## src/rtl/bcd_to_binary_entry_if.sv

```systemverilog
// Entry-side bundle for bcd_to_binary_entry: request/handshake, result and status.
// hex_digits exists only when BCD_ENTRY_HEX_DISPLAY_EN is defined.
interface bcd_to_binary_entry_if #(
    parameter int unsigned DIGITS = 3,
    parameter int unsigned WIDTH  = 8
);
    logic                  start;
    logic [4*DIGITS-1:0]   bcd_in;
    logic                  busy;
    logic                  valid;
    logic [WIDTH-1:0]      binary;
    logic                  overload;
    logic                  invalid_digit;
    logic [4*DIGITS-1:0]   led;
`ifdef BCD_ENTRY_HEX_DISPLAY_EN
    logic [13:0]           hex_digits;
`endif

`ifdef BCD_ENTRY_HEX_DISPLAY_EN
    modport master (
        output start, bcd_in,
        input  busy, valid, binary, overload, invalid_digit, led, hex_digits
    );

    modport slave (
        input  start, bcd_in,
        output busy, valid, binary, overload, invalid_digit, led, hex_digits
    );
`else
    modport master (
        output start, bcd_in,
        input  busy, valid, binary, overload, invalid_digit, led
    );

    modport slave (
        input  start, bcd_in,
        output busy, valid, binary, overload, invalid_digit, led
    );
`endif
endinterface

```

## src/rtl/bcd_to_binary_entry.sv

```systemverilog
// Iterative BCD-to-binary converter (reverse double-dabble) with start/busy/valid handshake.
// Optional 7-segment result display enabled by defining BCD_ENTRY_HEX_DISPLAY_EN.
module bcd_to_binary_entry #(
    parameter int unsigned DIGITS = 3,
    parameter int unsigned WIDTH  = 8
) (
    input  logic                 clock,
    input  logic                 reset,
    bcd_to_binary_entry_if.slave bus
);

    localparam int unsigned NB = 4 * DIGITS;
    localparam int unsigned CW = $clog2(NB + 1);
    localparam int unsigned RW = (NB > WIDTH) ? NB : WIDTH;

    typedef enum logic [1:0] {
        IDLE,
        SHIFT,
        DONE
    } state_t;

    state_t          state;
    logic [2*NB-1:0] work;
    logic [2*NB-1:0] work_next;
    logic [CW-1:0]   count;
    logic            bad;

    logic            start_bad;
    logic [RW-1:0]   result_ext;
    logic            result_over;
    logic [WIDTH-1:0] result_bin;

    always_comb begin
        start_bad = 1'b0;
        for (int unsigned i = 0; i < DIGITS; i++) begin
            if (bus.bcd_in[4*i +: 4] > 4'd9) begin
                start_bad = 1'b1;
            end
        end
    end

    // One reverse double-dabble step: shift right, then correct any BCD nibble >= 8 by -3.
    always_comb begin
        work_next = work >> 1;
        for (int unsigned i = 0; i < DIGITS; i++) begin
            if (work_next[NB + 4*i + 3]) begin
                work_next[NB + 4*i +: 4] = work_next[NB + 4*i +: 4] - 4'd3;
            end
        end
    end

    always_comb begin
        result_ext  = RW'(work[NB-1:0]);
        result_over = |(result_ext >> WIDTH);
        result_bin  = result_ext[WIDTH-1:0];
    end

`ifdef BCD_ENTRY_HEX_DISPLAY_EN
    localparam logic [6:0] SEG_BLANK = 7'b1111111;
    localparam logic [6:0] SEG_DASH  = 7'b0111111;
    localparam logic [6:0] SEG_F     = 7'b0001110;

    // Active-low segments, bit order {g,f,e,d,c,b,a}.
    function automatic logic [6:0] seg7(input logic [3:0] v);
        logic [6:0] on;
        case (v)
            4'h0:    on = 7'h3F;
            4'h1:    on = 7'h06;
            4'h2:    on = 7'h5B;
            4'h3:    on = 7'h4F;
            4'h4:    on = 7'h66;
            4'h5:    on = 7'h6D;
            4'h6:    on = 7'h7D;
            4'h7:    on = 7'h07;
            4'h8:    on = 7'h7F;
            4'h9:    on = 7'h6F;
            4'hA:    on = 7'h77;
            4'hB:    on = 7'h7C;
            4'hC:    on = 7'h39;
            4'hD:    on = 7'h5E;
            4'hE:    on = 7'h79;
            default: on = 7'h71;
        endcase
        return ~on;
    endfunction

    logic [7:0]  disp_val;
    logic [13:0] hex_next;

    always_comb begin
        disp_val = 8'(result_bin);
        if (bad) begin
            hex_next = {SEG_DASH, SEG_DASH};
        end else if (result_over) begin
            hex_next = {SEG_F, SEG_F};
        end else begin
            hex_next = {seg7(disp_val[7:4]), seg7(disp_val[3:0])};
        end
    end

    always_ff @(posedge clock or negedge reset) begin
        if (!reset) begin
            bus.hex_digits <= {SEG_BLANK, SEG_BLANK};
        end else if (state == DONE) begin
            bus.hex_digits <= hex_next;
        end
    end
`endif

    always_ff @(posedge clock or negedge reset) begin
        if (!reset) begin
            state             <= IDLE;
            work              <= '0;
            count             <= '0;
            bad               <= 1'b0;
            bus.busy          <= 1'b0;
            bus.valid         <= 1'b0;
            bus.binary        <= '0;
            bus.overload      <= 1'b0;
            bus.invalid_digit <= 1'b0;
            bus.led           <= '0;
        end else begin
            bus.valid <= 1'b0;
            case (state)
                IDLE: begin
                    if (bus.start) begin
                        work     <= {bus.bcd_in, {NB{1'b0}}};
                        bus.led  <= bus.bcd_in;
                        count    <= '0;
                        bad      <= start_bad;
                        bus.busy <= 1'b1;
                        state    <= start_bad ? DONE : SHIFT;
                    end
                end
                SHIFT: begin
                    work  <= work_next;
                    count <= count + 1'b1;
                    if (count == CW'(NB - 1)) begin
                        state <= DONE;
                    end
                end
                DONE: begin
                    // The edge leaving DONE publishes the result, so busy drops as valid rises.
                    state     <= IDLE;
                    bus.busy  <= 1'b0;
                    bus.valid <= 1'b1;
                    if (bad) begin
                        bus.binary        <= '0;
                        bus.overload      <= 1'b0;
                        bus.invalid_digit <= 1'b1;
                    end else if (result_over) begin
                        bus.binary        <= '1;
                        bus.overload      <= 1'b1;
                        bus.invalid_digit <= 1'b0;
                    end else begin
                        bus.binary        <= result_bin;
                        bus.overload      <= 1'b0;
                        bus.invalid_digit <= 1'b0;
                    end
                end
                default: begin
                    state <= IDLE;
                end
            endcase
        end
    end

endmodule

```

## src/flat_wrapper.sv

```systemverilog
// flat-port wrapper written by rule: the top's interface ports become plain ports
module bcd_to_binary_entry_flat 
#(
    parameter int unsigned DIGITS = 3,
    parameter int unsigned WIDTH  = 8
)
  (clock, reset, bus_start, bus_bcd_in, bus_busy, bus_valid, bus_binary, bus_overload, bus_invalid_digit, bus_led);
  bcd_to_binary_entry_if #(.DIGITS(DIGITS), .WIDTH(WIDTH)) bus_i ();
  input  logic clock;
  input  logic reset;
  input wire logic [$bits(bus_i.start)-1:0] bus_start;
  input wire logic [$bits(bus_i.bcd_in)-1:0] bus_bcd_in;
  output wire logic [$bits(bus_i.busy)-1:0] bus_busy;
  output wire logic [$bits(bus_i.valid)-1:0] bus_valid;
  output wire logic [$bits(bus_i.binary)-1:0] bus_binary;
  output wire logic [$bits(bus_i.overload)-1:0] bus_overload;
  output wire logic [$bits(bus_i.invalid_digit)-1:0] bus_invalid_digit;
  output wire logic [$bits(bus_i.led)-1:0] bus_led;
  assign bus_i.start = bus_start;
  assign bus_i.bcd_in = bus_bcd_in;
  assign bus_busy = bus_i.busy;
  assign bus_valid = bus_i.valid;
  assign bus_binary = bus_i.binary;
  assign bus_overload = bus_i.overload;
  assign bus_invalid_digit = bus_i.invalid_digit;
  assign bus_led = bus_i.led;
  bcd_to_binary_entry #(.DIGITS(DIGITS), .WIDTH(WIDTH)) u_core (.clock(clock), .reset(reset), .bus(bus_i));
endmodule
```

## config.mk

```make
export PLATFORM = sky130hd
export DESIGN_NAME = bcd_to_binary_entry_flat
export DESIGN_NICKNAME = d
export VERILOG_FILES = /design/src/rtl/bcd_to_binary_entry_if.sv /design/src/rtl/bcd_to_binary_entry.sv /design/src/flat_wrapper.sv
export SDC_FILE = /design/constraint.sdc
export NUM_CORES = 1
export LEC_CHECK = 0
export CORE_ASPECT_RATIO = 0.7
export CORE_MARGIN = 1.5
export CORE_UTILIZATION = 57
export CTS_CLUSTER_SIZE = 24
export DETAILED_ROUTE_END_ITERATION = 10
export GPL_ROUTABILITY_DRIVEN = 0
export GPL_TIMING_DRIVEN = 0
export HOLD_SLACK_MARGIN = 0.1
export PLACE_DENSITY_LB_ADDON = 0.2
export SETUP_SLACK_MARGIN = 0.2
export SYNTH_ARGS = -nofsm -noshare
export SYNTH_HDL_FRONTEND = slang
export SYNTH_SLANG_ARGS = --single-unit
```

## constraint.sdc

```tcl
create_clock -name clock -period 2.3 [get_ports clock]
set_input_delay 0.46 -clock clock [delete_from_list [all_inputs] [get_ports clock]]
set_output_delay 0.46 -clock clock [all_outputs]
set_load 0.1 [all_outputs]
```

* Yosys cells after proc, flatten, opt, wreduce, memory -nomap -nowiden
Cells that the tools add are included.
Word-level totals: input port bits 15, bits in registers 55, word-level logic and storage cells 50
Operators by class: magnitude comparators 3, equality and inequality tests 5, add/sub/neg operators 3, reductions and logical operators 8, mux-type cells 21
Operators by type and width (number):
- case mux 24 bit (2 select lines) | 1
- two-way mux 24 bit | 1
- two-way mux 8 bit | 2
- greater-than comparator 4 bit, second input constant | 3
- two-way mux 4 bit | 3
- two-way mux 1 bit | 8
- case mux 4 bit (2 select lines) | 1
- AND reduction 2 bit | 4
- subtractor 4 x 2 -> 4 bit, second input constant | 2
- two-way mux 2 bit | 3
- adder 4 x 1 -> 4 bit, second input constant | 1
- equality test 4 bit, second input constant | 1
- case mux 2 bit (2 select lines) | 1
- nonzero test 2 bit | 2
- OR reduction 4 bit | 1
- equality test 2 x 1 -> 1 bit, second input constant | 1
- equality test 2 bit, second input constant | 1
- zero test 2 bit | 1
- != test 2 x 1 -> 1 bit, second input constant | 1
- != test 2 bit, second input constant | 1
- case mux 1 bit (2 select lines) | 1

* Logic depth before layout (Yosys ltp)
depth after elaboration 7, depth in mapped cells 6, depth with buffers taken out 4

* Least setup slack after synthesis
Ideal clock, no wire load.
path kind reg2out, from register u_core.bus.overload, to output port bus_overload, path buffers 0, data arrival time 0.898 ns, slack 0.942 ns, cell stages (with the launch flop) 1, cells stage by stage dfrtp_1
RTL lines:
- start: declaration | line bcd_to_binary_entry_if.sv:37 | output busy, valid, binary, overload, invalid_digit, led
- start signal: assignment | line bcd_to_binary_entry.sv:119 | bus.overload <= 1'b0;
- start signal: assignment | line bcd_to_binary_entry.sv:149 | bus.overload <= 1'b0;
- start signal: assignment | line bcd_to_binary_entry.sv:153 | bus.overload <= 1'b1;
- end: declaration | line flat_wrapper.sv:16 | output wire logic [$bits(bus_i.overload)-1:0] bus_overload;
No word-level cell between the ends.

* Worst setup path in the final report
from register u_core.bus.led[3], to output port bus_led[3]
RTL lines:
- start: declaration | line bcd_to_binary_entry_if.sv:37
- start signal: assignment | line bcd_to_binary_entry.sv:128 | bus.led <= bus.bcd_in;
- end: declaration | line flat_wrapper.sv:18 | output wire logic [$bits(bus_i.led)-1:0] bus_led;
No word-level cell between the ends.

==> results by group <==
Run status
  – Outcome: complete, no violations

Clocking
  – Clk sinks: 55
  – Clk root buf: clkbuf_8
  – Clk Latency, worst-skew pair: 0.30 ns
  – Cts repair resizes: 24
  – Clock Path Buffers: 2
  – Htree depth: 2
  – CTS tree: done
  – Hold-fix buffers, CTS: 0
  – Clock-pin slew on the worst setup and hold paths: 0.10 ns
  – CTS buffer count: 5
  – Post-CTS Setup Inserts: 0

Worst setup path
  – Crit path from: u_core.bus.led[3]
  – Crit. End Element: output pin
  – CP peak stage delay: 0.86 ns
  – Critical path class: flip-flop to output pin
  – Crit path arrival time: 1.53 ns
  – CP Cell Sequence: dlygate4sd2_1
  – Nature of the critical path startpoint: flip-flop
  – FF-to-FF Start: u_core.state[0]
  – Setup slack, reg-to-reg: 0.80 ns
  – Slowest-stage cell, CP: dlygate4sd2_1
  – Top delay family on crit path: buffers and inverters
  – Worst-path fanout max: 2
  – CP bufs+invs: 1
  – Worst EP required: 1.84 ns

Final layout
  – Nets: 297
  – Antenna cell count: 0
  – Area of the multi-input gates: 940 µm²
  – Design area: 2930 µm²
  – Reg area: 1380 µm²
  – Fraction of layout cells with a size suffix above 1: 10.4%
  – Fillers: 333
  – P&R area growth vs syn: 21.5%

Die
  – Initial Utilization: 60.4%
  – Die Span X: 80.7 µm
  – FP Rows: 19
  – I/O pin count: 39
  – Die ar.: 4640 µm²
  – Chip Height: 57.4 µm
  – Core outline area: 3990 µm²

STA
  – Max-slew violation count: 0
  – Final Cycle Share: 86.5%
  – Max Clock Skew: 0.00721 ns
  – Unrepaired setup endpoints after global routing: false
  – Final setup vio count: 0
  – Max_slew headroom: 36.4%
  – Fmax: 503 MHz
  – Worst slew pin tran: 0.958 ns
  – Fin crit period: 1.99 ns
  – Final hold violations: 0

Synth
  – Share of the synthesized area in the top cell type: 57.1%
  – Synth cell types: 40
  – Seq/Total Area, Yosys: 57.1%
  – Number of synthesized flops with an enable pin: 0
  – Synth area leaders: dfrtp_1, nand2_1, a22o_1
  – Ys Warns: 0
  – Synthesized instance count: 233
  – Top cells by count, synth: dfrtp_1, nand2_1, nor2_1, a22o_1, buf_2
  – Syn_nets: 251
  – Cell taking the most area after synthesis: dfrtp_1
  – #FFs+latches synth: 55
  – Synth async-reset ratio: 100%
  – Synthesized area per cell: 10.3 µm²
  – Top FF cell, synth: dfrtp_1
  – Cell area after synthesis: 2410 µm²

Drt
  – Via/cell ratio: 5.50
  – DRT iter0 DRCs: 172
  – Drt first pass iters: 4
  – Final ANT Viol Nets: 0
  – Wirelength per Cell: 14.8 µm
  – Vias: 1827
  – # DRC: 0
  – Routed wire length: 4.92 mm

Global routing
  – First-pass GRT wire length: 8.31 mm
  – Antenna violations before repair: 0
  – Largest net degree at the start of global routing: 32
  – Grt ovf: 0
  – All-Layer GR Usage: 23.8%
  – Vias in the first global route: 1732

Placement
  – Cell Area, Placed: 2870 µm²
  – # port buffers: 38
  – DP HPWL: 3.61 mm

Min path
  – Hold crit path type: primary input to asynchronous set/reset pin

Run
  – Max_cap viols: 0
-- worst paths after layout --
check | cells past startpoint | to
max in group asynchronous | 2 | u_core.work[4]
worst max-delay path | 1 | bus_led[3]
worst min-delay path | 1 | u_core.bus.led[3]
min in group clock | 1 | u_core.count[3]
worst max register to register | 6 | u_core.bus.led[7]
worst min register to register | 1 | u_core.count[3]
-- per-layer routing --
layer  global-route usage (%)  routed length, µm  vias to the layer above
met5                        0                  0                        -
met4                     5.42                 24                        0
met3                     5.28                301                        2
met2                     36.3               2160                       51
met1                     35.1               2430                      881
li1                         -                  -                      893
-- flip-flops by register name, summed over array words and instances, names as in the netlist --
signal	flops
u_core.bad	1
u_core.bus.binary	8
u_core.bus.busy	1
u_core.bus.invalid_digit	1
u_core.bus.led	12
u_core.bus.overload	1
u_core.bus.valid	1
u_core.count	4
u_core.state	2
u_core.work	24
-- cell families (layout without fill, tap and decap cells) --
group / Yosys count / after routing / share of synthesized area, %
adder cells (fa/ha/maj): 3 / 3 / 1.56
AND/OR/NAND/NOR: 95 / 95 / 18.3
flip-flops: 55 / 55 / 57.1
XOR/XNOR: 4 / 4 / 1.45
multiplexers: 6 / 6 / 2.54
AO/OA/AOI/OAI: 51 / 51 / 15.1
buffers and inverters: 19 / 66 / 3.94
-- final cells by class --
| class | instances | area share (%) |
|---|---|---|
| sequential | 55 | 47.0 |
| multi-input combinational | 159 | 32.1 |
| timing repair buffer | 39 | 12.5 |
| buffer | 15 | 2.73 |
| clock buffer | 5 | 2.35 |
| tap | 52 | 2.22 |
| clock inverter | 3 | 0.683 |
| inverter | 4 | 0.512 |
-- per-stage QoR --
stage               TNS, ns  setup slack (ns)  hold WS (ns)  util [%]  instances
finish                    0             0.310         0.134      73.4        332
detailed placement        0             0.212         0.465      71.9        324
CTS                       0             0.300         0.149      73.4        332
floorplan                 0             0.942         0.164         -        233
global route              0             0.254         0.161      73.4        332
global placement     -48.05            -0.876         0.459      71.5        323
-- layout by cell type (no fill, tap or decap), types with 3 or more instances in the layout --
cell type        instances
a21oi_1                  8
a22o_1                  14
buf_2                   14
clkbuf_8                 5
clkdlybuf4s50_1         13
dfrtp_1                 55
dlygate4sd2_1           24
ha_1                     3
inv_1                    4
mux2i_1                  5
nand2_1                 55
nand2b_1                 5
nand3_1                  3
nor2_1                  15
nor2b_1                  4
o21ai_0                  6
o21ai_1                 10
Power is left out: the tool's default activity adds up to more than one toggle a clock period on the data nets, which glitch-free logic cannot reach.
